$ cat src/rtl/sm83_fetch_unit.sv
// SM83 opcode/immediate fetch sequencer: reads 1-2 bytes at PC and emits IR/PC/imm write strobes.
// Optional HALT-bug PC suppression is compiled in with SM83_HALT_BUG_EN.
module sm83_fetch_unit (
  input  logic        clk,
  input  logic        rst_n,
  input  logic        start,
  input  logic [1:0]  mode,
  input  logic [15:0] pc_in,
  input  logic        flush,
  input  logic        halt_bug,
  output logic        mem_req,
  output logic [15:0] mem_addr,
  input  logic        mem_ack,
  input  logic [7:0]  mem_rdata,
  output logic        ir_wen,
  output logic [7:0]  ir_data,
  output logic        pc_wen,
  output logic [15:0] pc_data,
  output logic [15:0] imm,
  output logic        cb_prefix,
  output logic        busy,
  output logic        done
);

  typedef enum logic [1:0] {
    IDLE  = 2'd0,
    BYTE0 = 2'd1,
    BYTE1 = 2'd2
  } state_e;

  localparam logic [1:0] MODE_OP    = 2'd0;
  localparam logic [1:0] MODE_IMM8  = 2'd1;
  localparam logic [1:0] MODE_IMM16 = 2'd2;
  localparam logic [1:0] MODE_RSVD  = 2'd3;
  localparam logic [7:0] CB_BYTE    = 8'hCB;

  state_e      state_q, state_d;
  logic [1:0]  mode_q, mode_d;
  logic [15:0] addr_q, addr_d;
  logic [15:0] mem_addr_q, mem_addr_d;
  logic        hb_q, hb_d;
  logic [7:0]  ir_data_q, ir_data_d;
  logic [15:0] pc_data_q, pc_data_d;
  logic [15:0] imm_q, imm_d;
  logic        cb_q, cb_d;
  logic        done_q, done_d;
  logic        irw_q, irw_d;
  logic        accept;
  logic        hb_req;
  logic [15:0] step;

`ifdef SM83_HALT_BUG_EN
  assign hb_req = halt_bug && (mode == MODE_OP);
`else
  logic unused_halt_bug;
  assign unused_halt_bug = halt_bug;
  assign hb_req = 1'b0;
`endif

  // done_q blocks a new start: the register file has not yet captured the new PC.
  assign accept = start && !flush && !done_q && (state_q == IDLE) && (mode != MODE_RSVD);
  assign step   = hb_q ? 16'd0 : 16'd1;

  always_comb begin
    state_d    = state_q;
    mode_d     = mode_q;
    addr_d     = addr_q;
    mem_addr_d = mem_addr_q;
    hb_d       = hb_q;
    ir_data_d  = ir_data_q;
    pc_data_d  = pc_data_q;
    imm_d      = imm_q;
    cb_d       = cb_q;
    done_d     = 1'b0;
    irw_d      = 1'b0;
    if (flush) begin
      state_d = IDLE;
    end else begin
      case (state_q)
        IDLE: begin
          if (accept) begin
            state_d    = BYTE0;
            mode_d     = mode;
            addr_d     = pc_in;
            mem_addr_d = pc_in;
            hb_d       = hb_req;
          end
        end
        BYTE0: begin
          if (mem_ack) begin
            case (mode_q)
              MODE_OP: begin
                if (mem_rdata == CB_BYTE) begin
                  state_d    = BYTE1;
                  mem_addr_d = addr_q + step;
                end else begin
                  state_d   = IDLE;
                  ir_data_d = mem_rdata;
                  pc_data_d = addr_q + step;
                  cb_d      = 1'b0;
                  irw_d     = 1'b1;
                  done_d    = 1'b1;
                end
              end
              MODE_IMM8: begin
                state_d   = IDLE;
                imm_d     = {8'h00, mem_rdata};
                pc_data_d = addr_q + 16'd1;
                done_d    = 1'b1;
              end
              MODE_IMM16: begin
                state_d    = BYTE1;
                imm_d[7:0] = mem_rdata;
                mem_addr_d = addr_q + 16'd1;
              end
              default: state_d = IDLE;
            endcase
          end
        end
        BYTE1: begin
          if (mem_ack) begin
            state_d   = IDLE;
            pc_data_d = mem_addr_q + 16'd1;
            done_d    = 1'b1;
            if (mode_q == MODE_OP) begin
              ir_data_d = mem_rdata;
              cb_d      = 1'b1;
              irw_d     = 1'b1;
            end else begin
              imm_d[15:8] = mem_rdata;
            end
          end
        end
        default: state_d = IDLE;
      endcase
    end
  end

  always_ff @(posedge clk or negedge rst_n) begin
    if (!rst_n) begin
      state_q    <= IDLE;
      mode_q     <= MODE_OP;
      addr_q     <= 16'h0000;
      mem_addr_q <= 16'h0000;
      hb_q       <= 1'b0;
      ir_data_q  <= 8'h00;
      pc_data_q  <= 16'h0000;
      imm_q      <= 16'h0000;
      cb_q       <= 1'b0;
      done_q     <= 1'b0;
      irw_q      <= 1'b0;
    end else begin
      state_q    <= state_d;
      mode_q     <= mode_d;
      addr_q     <= addr_d;
      mem_addr_q <= mem_addr_d;
      hb_q       <= hb_d;
      ir_data_q  <= ir_data_d;
      pc_data_q  <= pc_data_d;
      imm_q      <= imm_d;
      cb_q       <= cb_d;
      done_q     <= done_d;
      irw_q      <= irw_d;
    end
  end

  // A flush in the strobe cycle still has to cancel the register-file write.
  assign done      = done_q && !flush;
  assign pc_wen    = done_q && !flush;
  assign ir_wen    = irw_q && !flush;
  assign mem_req   = (state_q != IDLE);
  assign busy      = (state_q != IDLE);
  assign mem_addr  = mem_addr_q;
  assign ir_data   = ir_data_q;
  assign pc_data   = pc_data_q;
  assign imm       = imm_q;
  assign cb_prefix = cb_q;

endmodule

$ cat config.mk
export PLATFORM = sky130hd
export DESIGN_NAME = sm83_fetch_unit
export DESIGN_NICKNAME = d
export VERILOG_FILES = /design/src/rtl/sm83_fetch_unit.sv
export SDC_FILE = /design/constraint.sdc
export NUM_CORES = 1
export LEC_CHECK = 0
export BUFFER_PORTS_ARGS = -buffer_cell sky130_fd_sc_hd__buf_2
export CAP_MARGIN = 10
export CORE_MARGIN = 2
export CORE_UTILIZATION = 54
export CTS_CLUSTER_DIAMETER = 50
export DETAILED_ROUTE_END_ITERATION = 8
export HOLD_SLACK_MARGIN = 0.02
export PLACE_DENSITY = 0.83
export SETUP_SLACK_MARGIN = 0.1
export SLEW_MARGIN = 20
export SYNTH_ARGS = -nofsm -noshare
export SYNTH_HDL_FRONTEND = slang
export SYNTH_SLANG_ARGS = --single-unit
$ cat constraint.sdc
create_clock -name clk -period 2.45 [get_ports clk]
set_input_delay 0.49 -clock clk [delete_from_list [all_inputs] [get_ports clk]]
set_output_delay 0.49 -clock clk [all_outputs]
set_load 0.01 [all_outputs]
==> reports/metrics.yaml, run 1 <==
cp-start-kind: "flip-flop"
slew_headroom: 0.593
dp_slack_ns: 0.108
dpl.hpwl_um: 6770
drt-initial-drc-count: 197
required_ns: 2.68
min_path_type: "input pin to async pin"
use_met1: 0.271
final_common_cell: "buf_2"
clock_latency_ns: 0.35
seqPwrFrac: 0.440
crit_path_end: "pc_data[7]$_DFFE_PN0P_"
synth_cell_types: 39
grt_usage: 0.223
dr.pass1.iters: 4
grt_pass1_wl_um: 14800
cts_buffers: 9
path_clk_slew_ns: 0.09
rows: 31
grt-busiest-layer: "met2"
grt_pass1_vias: 3133
chipWidth_um: 91.6
finalWirelength_um: 9200
grt-ovfl-total: 0
period_share: 0.930
clock.fmax_ghz: 0.439
ios: 94
place_inst: 556
cts_buffer_depth: 2
reg2reg_to: "pc_data[7]$_DFFE_PN0P_"
cts_setup_buffers: 0
syn_nets: 411
period_minus_slack_ns: 2.28
synthCells: 371
fin_setup_tns_ns: 0
cap_violations: 0
instances_no_fill: 572
placed_area_um2: 4730
hold_viol: 0
layout_common_cells: "buf_2, dfrtp_1, mux2_2"
cts.sinks: 79
worst_pin_slew_ns: 0.610
p_per_area_nw_per_um2: 945
total_power_mw: 4.71
run_status: "complete, no violations"
start_util: 0.565
gp_routability_congestion: 0.869
crit_fanout: 17
ys_seq_elements: 79
path_cells: "inv_1 > ha_1 > o21ba_2 > nor3b_4 > a21boi_2 > buf_4 > mux2_2"
wire_per_inst_um: 16.1
vias_per_cell: 5.53
grt_max_degree: 41
combinationalPowerShare: 0.332
drc: 0
power.switching_mw: 1.59
dr_total_vias: 3162
place.port_buffers: 92
setup_viol: 0
clkPwrFrac: 0.229
syn-cell-area_um2: 4140
antenna_found_initial: 0
cpPeakStageDelay_ns: 0.38
power.internal_mw: 3.11
finalNetCount: 508
seq_area_frac_synth: 0.477
leakage_nw: 2.22
insertedDiodeCount: 0
final_cell_area_um2: 4980
ys_warn_count: 0
reg2reg_depth: 7
dieHeight_um: 91.6
worstPathArrival_ns: 2.51
fin_skew_ns: 0.0133
crit_type: "flip-flop to flip-flop"
areaGrowthSynthToFinish_pct: 20.2
crit_start: "state_q[1]$_DFFE_PN0P_"
cts_htree_levels: 3
die_area_um2: 8390
ant_nets: 0
use_met3: 0.0398
synth_area_per_cell_um2: 11.2
r2r-start: "state_q[1]$_DFFE_PN0P_"
ctsRootBufferMaster: "clkbuf_8"
ir_drop_uv: 594
rsz0062_at_grt: "false"
slowest_stage: "mux2_2"
netSwitchingFraction: 0.338
met2_usage: 0.391
n_fill_cell: 573
layout-drive-gt1-share: 0.406
cts_tree: "yes"
core_um2: 7330
setup_ws_ns: 0.171
slew_viol_final: 0
regToRegSetupSlack_ns: 0.17
endpoint_kind: "flip-flop"
## per-layer routing
layer,wire [µm],vias to the layer above
li1,-,1500
met4,209,0
met5,0,-
met3,492,21
met2,4700,100
met1,3800,1541
## power groups by stage
stage                     sequential, mW  clock (mW)  combinational [mW]
after global placement              2.06           0                1.51
after detailed placement            2.09           0                1.57
after floorplan                     2.21           0               0.820
after CTS                           2.07        1.09                1.57
after global routing                2.13        1.14                1.70
final                               2.07        1.08                1.56
## synth_stat cells
cell / number / area (µm²)
nor4bb_1: 1 / 10.0
buf_6: 1 / 11.3
a221oi_4: 1 / 26.3
nand3_1: 10 / 50.1
o21ai_0: 16 / 80.1
nor3b_2: 1 / 12.5
or2_2: 1 / 6.26
buf_8: 1 / 15.0
dfrtp_1: 79 / 1980
buf_4: 3 / 22.5
xnor2_1: 25 / 219
buf_2: 3 / 15.0
inv_1: 15 / 56.3
mux2_2: 57 / 642
nand4b_1: 1 / 8.76
nor3_1: 11 / 55.1
a21boi_2: 1 / 11.3
mux2i_1: 14 / 140
nor4_1: 8 / 50.1
a211oi_1: 2 / 15.0
o221ai_1: 1 / 8.76
nand4bb_1: 1 / 11.3
nor2_1: 28 / 105
o21a_1: 1 / 7.51
a21oi_1: 18 / 90.1
clkbuf_1: 5 / 18.8
o31ai_1: 1 / 7.51
o21ai_2: 1 / 8.76
buf_1: 2 / 7.51
nand4_1: 7 / 43.8
nor2b_1: 2 / 12.5
nand2_1: 30 / 113
a31oi_1: 2 / 12.5
or3_4: 1 / 11.3
mux2_4: 9 / 135
xor2_1: 1 / 8.76
o21ba_2: 1 / 10.0
inv_4: 1 / 6.26
ha_1: 8 / 100
## area by class of cell
| class | instances | area, µm² | area share |
|---|---|---|---|
| Multi-Input combinational cell | 261 | 2040 | 0.410 |
| Sequential cell | 79 | 1980 | 0.397 |
| Timing Repair Buffer | 101 | 556 | 0.112 |
| Clock buffer | 10 | 128 | 0.0256 |
| Tap cell | 99 | 124 | 0.0249 |
| Clock inverter | 6 | 92.6 | 0.0186 |
| Inverter | 16 | 62.6 | 0.0126 |
## metrics by stage
| step | utilization | hold slack (ns) |
|---|---|---|
| CTS | 0.675 | 0.119 |
| global placement | 0.645 | 0.457 |
| detailed placement | 0.645 | 0.473 |
| finish | 0.679 | 0.122 |
| global route | 0.679 | 0.158 |
| floorplan | - | 0.194 |
## flip-flops by register name, summed over array words and instances (netlist names)
signal     cells
pc_data       16
mode_q         2
irw_q          1
addr_q        16
mem_addr      16
ir_data        8
cb_prefix      1
state_q        2
imm           16
done_q         1
## worst max-delay path: cells and delay by family (launching register included)
kind,cells,cell delay (ns)
AOI/OAI and AO/OA,2,0.49
muxes,1,0.38
buffers and inverters,2,0.36
DFF,1,0.36
and+or+nand+nor,1,0.32
adders and majority gates,1,0.25
## how the worst min path moves through the flow
stage / startpoint / end / slack (ns)
after floorplan: rst_n / addr_q[0]$_DFFE_PN0P_ / 0.19
after global placement: imm[12]$_DFFE_PN0P_ / imm[12]$_DFFE_PN0P_ / 0.46
after detailed placement: imm[12]$_DFFE_PN0P_ / imm[12]$_DFFE_PN0P_ / 0.47
after CTS: rst_n / pc_data[9]$_DFFE_PN0P_ / 0.12
after global routing: rst_n / mem_addr[10]$_DFFE_PN0P_ / 0.16
final: rst_n / pc_data[10]$_DFFE_PN0P_ / 0.12
## kinds of logic after synthesis
family / Yosys count / synth area share
compound gates: 45 / 0.0671
xor+xnor: 26 / 0.0550
fa+ha+maj: 8 / 0.0242
buf+inv: 31 / 0.0369
flops: 79 / 0.477
mux: 80 / 0.221
simple gates: 102 / 0.118
## timing repair
action / 4_1_cts / 5_1_grt
endpoints found under the hold margin: 0 / 0
gates resized for setup: 0 / 4
hold buffers: 0 / 0
endpoints found under the setup margin: 0 / 39
(Power assumes the default switching activity.)
==> run 2: changes to the inputs <==
--- a/config.mk
+++ b/config.mk
@@ -12,7 +12,7 @@
 export CTS_CLUSTER_DIAMETER = 50
 export DETAILED_ROUTE_END_ITERATION = 8
 export HOLD_SLACK_MARGIN = 0.02
-export PLACE_DENSITY = 0.83
+export PLACE_DENSITY = 0.8
 export SETUP_SLACK_MARGIN = 0.1
 export SLEW_MARGIN = 20
 export SYNTH_ARGS = -nofsm -noshare
==> run 2 against run 1 <==
Net effect: wire length increased by 1.3%; worst hold slack lost 0.027 ns; non-clock buffer count is 1 higher; critical endpoint is now mem_addr[13]$_DFFE_PN0P_; largest power group unchanged.
==> reports/metrics.yaml, run 2 (synthesis results as in run 1) <==
run_status: "complete, no violations"
ir_drop_uv: 541  # -8.9%
areaGrowthSynthToFinish_pct: 20.2  # about the same
worstPathArrival_ns: 2.47  # -0.04 ns
slew_viol_final: 0  # unchanged
leakage_nw: 2.22  # +0.22%
min_path_type: "input pin to async pin"
cts.sinks: 79  # unchanged
multiInputGateArea_um2: 2020  # -0.74%
required_ns: 2.69  # about the same
dieHeight_um: 91.6  # unchanged
crit_fanout: 16  # -1
grt-ovfl-total: 0  # unchanged
setup_viol: 0  # unchanged
dr.pass1.iters: 4  # unchanged
antenna_found_initial: 0  # unchanged
cts_tree: "yes"
place.port_buffers: 92  # unchanged
rsz0062_at_grt: "false"
period_share: 0.910  # -0.0199
hold_viol: 0  # unchanged
die_area_um2: 8390  # unchanged
period_minus_slack_ns: 2.23  # -0.0487 ns
drc: 0  # unchanged
endpoint_kind: "flip-flop"
drt-initial-drc-count: 146  # -26%
cts_buffer_depth: 2  # unchanged
crit_type: "flip-flop to flip-flop"
ctsRootBufferMaster: "clkbuf_8"
cp-start-kind: "flip-flop"
start_util: 0.565  # unchanged
grt_usage: 0.236  # +0.0135
n_fill_cell: 565  # -1.4%
layout_common_cells: "buf_2, dfrtp_1, mux2_2"
cpPeakStageDelay_ns: 0.40  # +0.02 ns
path_cells: "inv_1 > ha_1 > inv_4 > or3_4 > a221oi_4 > buf_12 > mux2_2"
gp_routability_congestion: 0.838  # -3.6%
wire_per_inst_um: 16.3  # +1.1%
core_um2: 7330  # unchanged
chipWidth_um: 91.6  # unchanged
layout-drive-gt1-share: 0.407  # +0.00125
fin_setup_tns_ns: 0  # unchanged
dpl.hpwl_um: 6730  # -0.60%
cts_htree_levels: 3  # unchanged
grt_max_degree: 41  # unchanged
path_clk_slew_ns: 0.09  # about the same
p_per_area_nw_per_um2: 951  # +0.61%
vias_per_cell: 5.51  # -0.36%
grt_pass1_vias: 3219  # +2.7%
slowest_stage: "or3_4"
dr_total_vias: 3156  # -0.19%
rows: 31  # unchanged
ff_latch_area_um2: 1980  # unchanged
clock.fmax_ghz: 0.448  # +2.2%
cap_violations: 0  # unchanged
fin_skew_ns: 0.0130  # -0.000272 ns
final_common_cell: "buf_2"
grt_pass1_wl_um: 15500  # +4.5%
finalNetCount: 509  # +0.20%
final_util: 0.679  # about the same
insertedDiodeCount: 0  # unchanged
ant_nets: 0  # unchanged
cts_setup_buffers: 0  # unchanged
worst_pin_slew_ns: 0.596  # -0.0144 ns
ios: 94  # unchanged
slew_headroom: 0.603  # +0.00959
hold_ws_ns: 0.0952  # -0.0268 ns
cts_buffers: 9  # unchanged
finalWirelength_um: 9310  # +1.3%
clock_latency_ns: 0.36  # about the same
-- run 2: cell types whose count changed in the layout (fill, tap and decap cells not counted) --
cell,before,now
clkinv_4,1,0
buf_6,0,1
inv_6,1,3
nor4bb_1,0,1
clkbuf_1,1,0
nor4bb_4,1,0
-- run 2: final cells by class --
| cell class | count | share of cell area |
|---|---|---|
| clock buffers | 9 | 0.0249 |
| clock inverters | 7 | 0.0204 |
| inverters | 16 | 0.0126 |
| multi-input cells | 261 | 0.407 |
| flip-flops and latches | 79 | 0.397 |
| well taps | 99 | 0.0249 |
| repair buffers | 102 | 0.114 |
-- run 2: critical path, delay by kind of cell, from the launching register on --
kind	cells	cell delay, ns
AO/OA/AOI/OAI	1	0.29
adder cells (fa/ha/maj)	1	0.28
buffers and inverters	3	0.40
flip-flops	1	0.39
multiplexers	1	0.35
AND/OR/NAND/NOR	1	0.40
-- run 2: power by group --
group,leakage [nW],switching (mW),internal (mW),total (mW)
registers,0.971,0.354,1.72,2.07
clock network,0.107,0.518,0.584,1.10
logic,1.15,0.743,0.817,1.56
-- run 2: path summary, 6_finish.rpt --
kind / start / to / slack [ns] / depth (start not counted)
worst min-delay path: rst_n / mem_addr[10]$_DFFE_PN0P_ / 0.1 / 1
worst max register to register: state_q[1]$_DFFE_PN0P_ / mem_addr[13]$_DFFE_PN0P_ / 0.22 / 7
max in group asynchronous: rst_n / addr_q[5]$_DFFE_PN0P_ / 1.76 / 2
min in group clk: mode[1] / mode_q[1]$_DFFE_PN0P_ / 0.38 / 2
worst max-delay path: state_q[1]$_DFFE_PN0P_ / mem_addr[13]$_DFFE_PN0P_ / 0.22 / 7
worst min register to register: imm[8]$_DFFE_PN0P_ / imm[8]$_DFFE_PN0P_ / 0.50 / 2
-- run 2: what timing repair did --
action	CTS	global route
resized for setup	1	2
hold buffers	0	0
gates cloned	0	0
pin swaps	0	0
endpoints found under the setup margin	1	15
-- run 2: through the flow --
step	cells	setup WS (ns)	cell area (µm²)	total power, mW
final	573	0.220	4980	4.74
after global routing	573	0.127	4980	5.03
after CTS	573	0.131	4970	4.77
after detailed placement	557	0.0553	4740	3.67
after global placement	557	0.227	4740	3.59
after floorplan	371	0.242	4140	3.03
-- run 2: layer usage --
metal / track usage / up-vias / routed length [µm]
met3: 0.0539 / 18 / 612
met5: 0 / - / 0
li1: - / 1494 / -
met2: 0.392 / 108 / 4580
met1: 0.297 / 1536 / 3910
met4: 0.0972 / 0 / 202
==> run 3: changes to the inputs <==
--- a/config.mk
+++ b/config.mk
@@ -8,11 +8,11 @@
 export BUFFER_PORTS_ARGS = -buffer_cell sky130_fd_sc_hd__buf_2
 export CAP_MARGIN = 10
 export CORE_MARGIN = 2
-export CORE_UTILIZATION = 54
+export CORE_UTILIZATION = 49
 export CTS_CLUSTER_DIAMETER = 50
 export DETAILED_ROUTE_END_ITERATION = 8
 export HOLD_SLACK_MARGIN = 0.02
-export PLACE_DENSITY = 0.8
+export PLACE_DENSITY = 0.76
 export SETUP_SLACK_MARGIN = 0.1
 export SLEW_MARGIN = 20
 export SYNTH_ARGS = -nofsm -noshare
==> constraint.sdc (replaced) <==
create_clock -name clk -period 1.9 [get_ports clk]
set_input_delay 0.38 -clock clk [delete_from_list [all_inputs] [get_ports clk]]
set_output_delay 0.38 -clock clk [all_outputs]
set_load 0.01 [all_outputs]
==> run 3 against run 2 <==
Net effect: the flow now finishes with violations (setup timing); sequential power rose by 28%; setup slack got worse by 0.38 ns; cell area rose by 14%; register-to-register slack got worse by 0.38 ns; global-route usage fell by 0.47 points; sequential share of layout area fell by 5.0 points; clock power rose by 16%; cell count rose by 10%; power rose by 36%; critical path type unchanged.
==> reports/metrics.yaml, run 3 (synthesis results as in run 1) <==
wire_per_inst_um: 17.2  # +5.9%
r2r-start: "state_q[1]$_DFFE_PN0P_"
clock_latency_ns: 0.36  # about the same
path_clk_slew_ns: 0.08  # about the same
insertedDiodeCount: 0  # unchanged
hold_start: "mode[1]"
start_util: 0.504  # -0.0609
ant_nets: 0  # unchanged
netSwitchingFraction: 0.346  # +0.00549
run_status: "finished with violations"
drc: 0  # unchanged
core_um2: 8220  # +12%
die_area_um2: 9200  # +9.7%
cts_htree_levels: 3  # unchanged
ctsRootBufferMaster: "clkbuf_8"
regToRegSetupSlack_ns: -0.16  # -0.38 ns
antenna_found_initial: 0  # unchanged
holdPathEnd: "mode_q[1]$_DFFE_PN0P_"
setup_viol: 48  # +48
fin_skew_ns: 0.00730  # -0.00573 ns
cts.sinks: 79  # unchanged
crit_start: "state_q[1]$_DFFE_PN0P_"
period_share: 1.08  # +0.172
setup_ws_ns: -0.157  # -0.377 ns
dieHeight_um: 95.9  # +4.8%
crit_type: "flip-flop to flip-flop"
finalWirelength_um: 10900  # +17%
dr.pass1.iters: 4  # unchanged
vias_per_cell: 5.42  # -1.5%
rows: 33  # +6.5%
worstPathArrival_ns: 2.30  # -0.17 ns
required_ns: 2.14  # -0.55 ns
layout_common_cells: "buf_2, dfrtp_1, buf_4"
place_inst: 602  # +8.1%
ir_drop_uv: 751  # +39%
clock.fmax_ghz: 0.486  # +8.4%
clkPwrFrac: 0.197  # -0.036
dp_slack_ns: -0.192  # -0.247 ns
fin_setup_tns_ns: -4.66  # -4.66 ns
n_fill_cell: 625  # +11%
combinationalPowerShare: 0.392  # +0.063
grt-ovfl-total: 0  # unchanged
slew_headroom: 0.699  # +0.0964
place.port_buffers: 92  # unchanged
endpoint_kind: "flip-flop"
drt-initial-drc-count: 85  # -42%
min_path_type: "input pin to flip-flop"
placed_area_um2: 5100  # +7.7%
power.internal_mw: 4.22  # +35%
ios: 94  # unchanged
reg2reg_depth: 8  # +1
cts_buffer_depth: 2  # unchanged
seqPwrFrac: 0.411  # -0.027
grt_max_degree: 43  # +4.9%
power.switching_mw: 2.24  # +39%
gp_routability_congestion: 0.858  # +2.4%
hold_depth: 2
worst_pin_slew_ns: 0.447  # -0.149 ns
cp-start-kind: "flip-flop"
reg2reg_to: "mem_addr[10]$_DFFE_PN0P_"
dr_total_vias: 3422  # +8.4%
finalNetCount: 561  # +10%
hold_ws_ns: 0.267  # +0.172 ns
instances_no_fill: 631  # +10%
grt_usage: 0.231  # -0.00467
chipWidth_um: 95.9  # +4.8%
grt_pass1_wl_um: 16000  # +3.1%
period_minus_slack_ns: 2.06  # -0.173 ns
cts_tree: "yes"
dpl.hpwl_um: 7230  # +7.4%
layout-drive-gt1-share: 0.510  # +0.102
final_cell_area_um2: 5690  # +14%
grt_pass1_vias: 3268  # +1.5%
crit_fanout: 8  # -8
cap_violations: 0  # unchanged
hold_viol: 0  # unchanged
rsz0062_at_grt: "true"
slew_viol_final: 0  # unchanged
violations: "setup timing"
areaGrowthSynthToFinish_pct: 37.5
final_common_cell: "buf_2"
p_per_area_nw_per_um2: 1140  # +19%
leakage_nw: 2.58  # +16%
cts_buffers: 9  # unchanged
-- run 3: worst max-delay path: stages (launching register included) --
cell and delay, ns:
dfrtp_1 0.40, inv_2 0.12, ha_4 0.16, nor4bb_4 0.23
nand2_2 0.13, a221oi_4 0.28, buf_6 0.17, buf_12 0.14
mux2_4 0.30
-- run 3: per-stage QoR --
stage	utilization	power [mW]
final	0.693	6.46
after global routing	0.693	6.88
after detailed placement	0.621	4.97
after floorplan	-	3.94
after global placement	0.621	4.87
after CTS	0.672	6.34
-- run 3: worst max-delay path by stage --
| stage | slack, ns | cells after the start | endpoint |
|---|---|---|---|
| after floorplan | -0.22 | 8 | mem_addr[10]$_DFFE_PN0P_ |
| after detailed placement | -0.19 | 7 | mem_addr[13]$_DFFE_PN0P_ |
| after CTS | -0.13 | 8 | mem_addr[10]$_DFFE_PN0P_ |
| after global routing | -0.23 | 8 | mem_addr[10]$_DFFE_PN0P_ |
| after global placement | -0.11 | 7 | mem_addr[14]$_DFFE_PN0P_ |
| final | -0.16 | 8 | mem_addr[10]$_DFFE_PN0P_ |
-- run 3: timing repair --
item	in CTS	in global routing
cloned	2	0
buffers inserted	7	3
hold buffers	1	0
pin swaps	4	13
resized for setup	32	40
hold endpoints to repair	13	0
endpoints found under the setup margin	73	67
-- run 3: power by group through the flow --
| stage | clock network (mW) | registers (mW) | logic [mW] |
|---|---|---|---|
| final | 1.28 | 2.65 | 2.53 |
| after global routing | 1.38 | 2.73 | 2.77 |
| after CTS | 1.29 | 2.63 | 2.41 |
| after detailed placement | 0 | 2.66 | 2.31 |
| after global placement | 0 | 2.63 | 2.24 |
| after floorplan | 0 | 2.85 | 1.10 |
-- run 3: layout make-up --
| class | count | area (µm²) | area share |
|---|---|---|---|
| clock buffers | 9 | 124 | 0.0218 |
| clock inverters | 7 | 72.6 | 0.0127 |
| inverters | 16 | 62.6 | 0.0110 |
| multi-input cells | 261 | 2280 | 0.400 |
| flip-flops and latches | 79 | 1980 | 0.347 |
| well taps | 105 | 131 | 0.0231 |
| repair buffers | 154 | 1050 | 0.184 |
-- run 3: routing by layer --
| layer | vias to the layer above | track usage | wire [µm] |
|---|---|---|---|
| li1 | 1605 | - | - |
| met1 | 1681 | 0.278 | 4430 |
| met2 | 115 | 0.395 | 5560 |
| met3 | 21 | 0.0611 | 608 |
| met4 | 0 | 0.0917 | 261 |
| met5 | - | 0 | 0 |
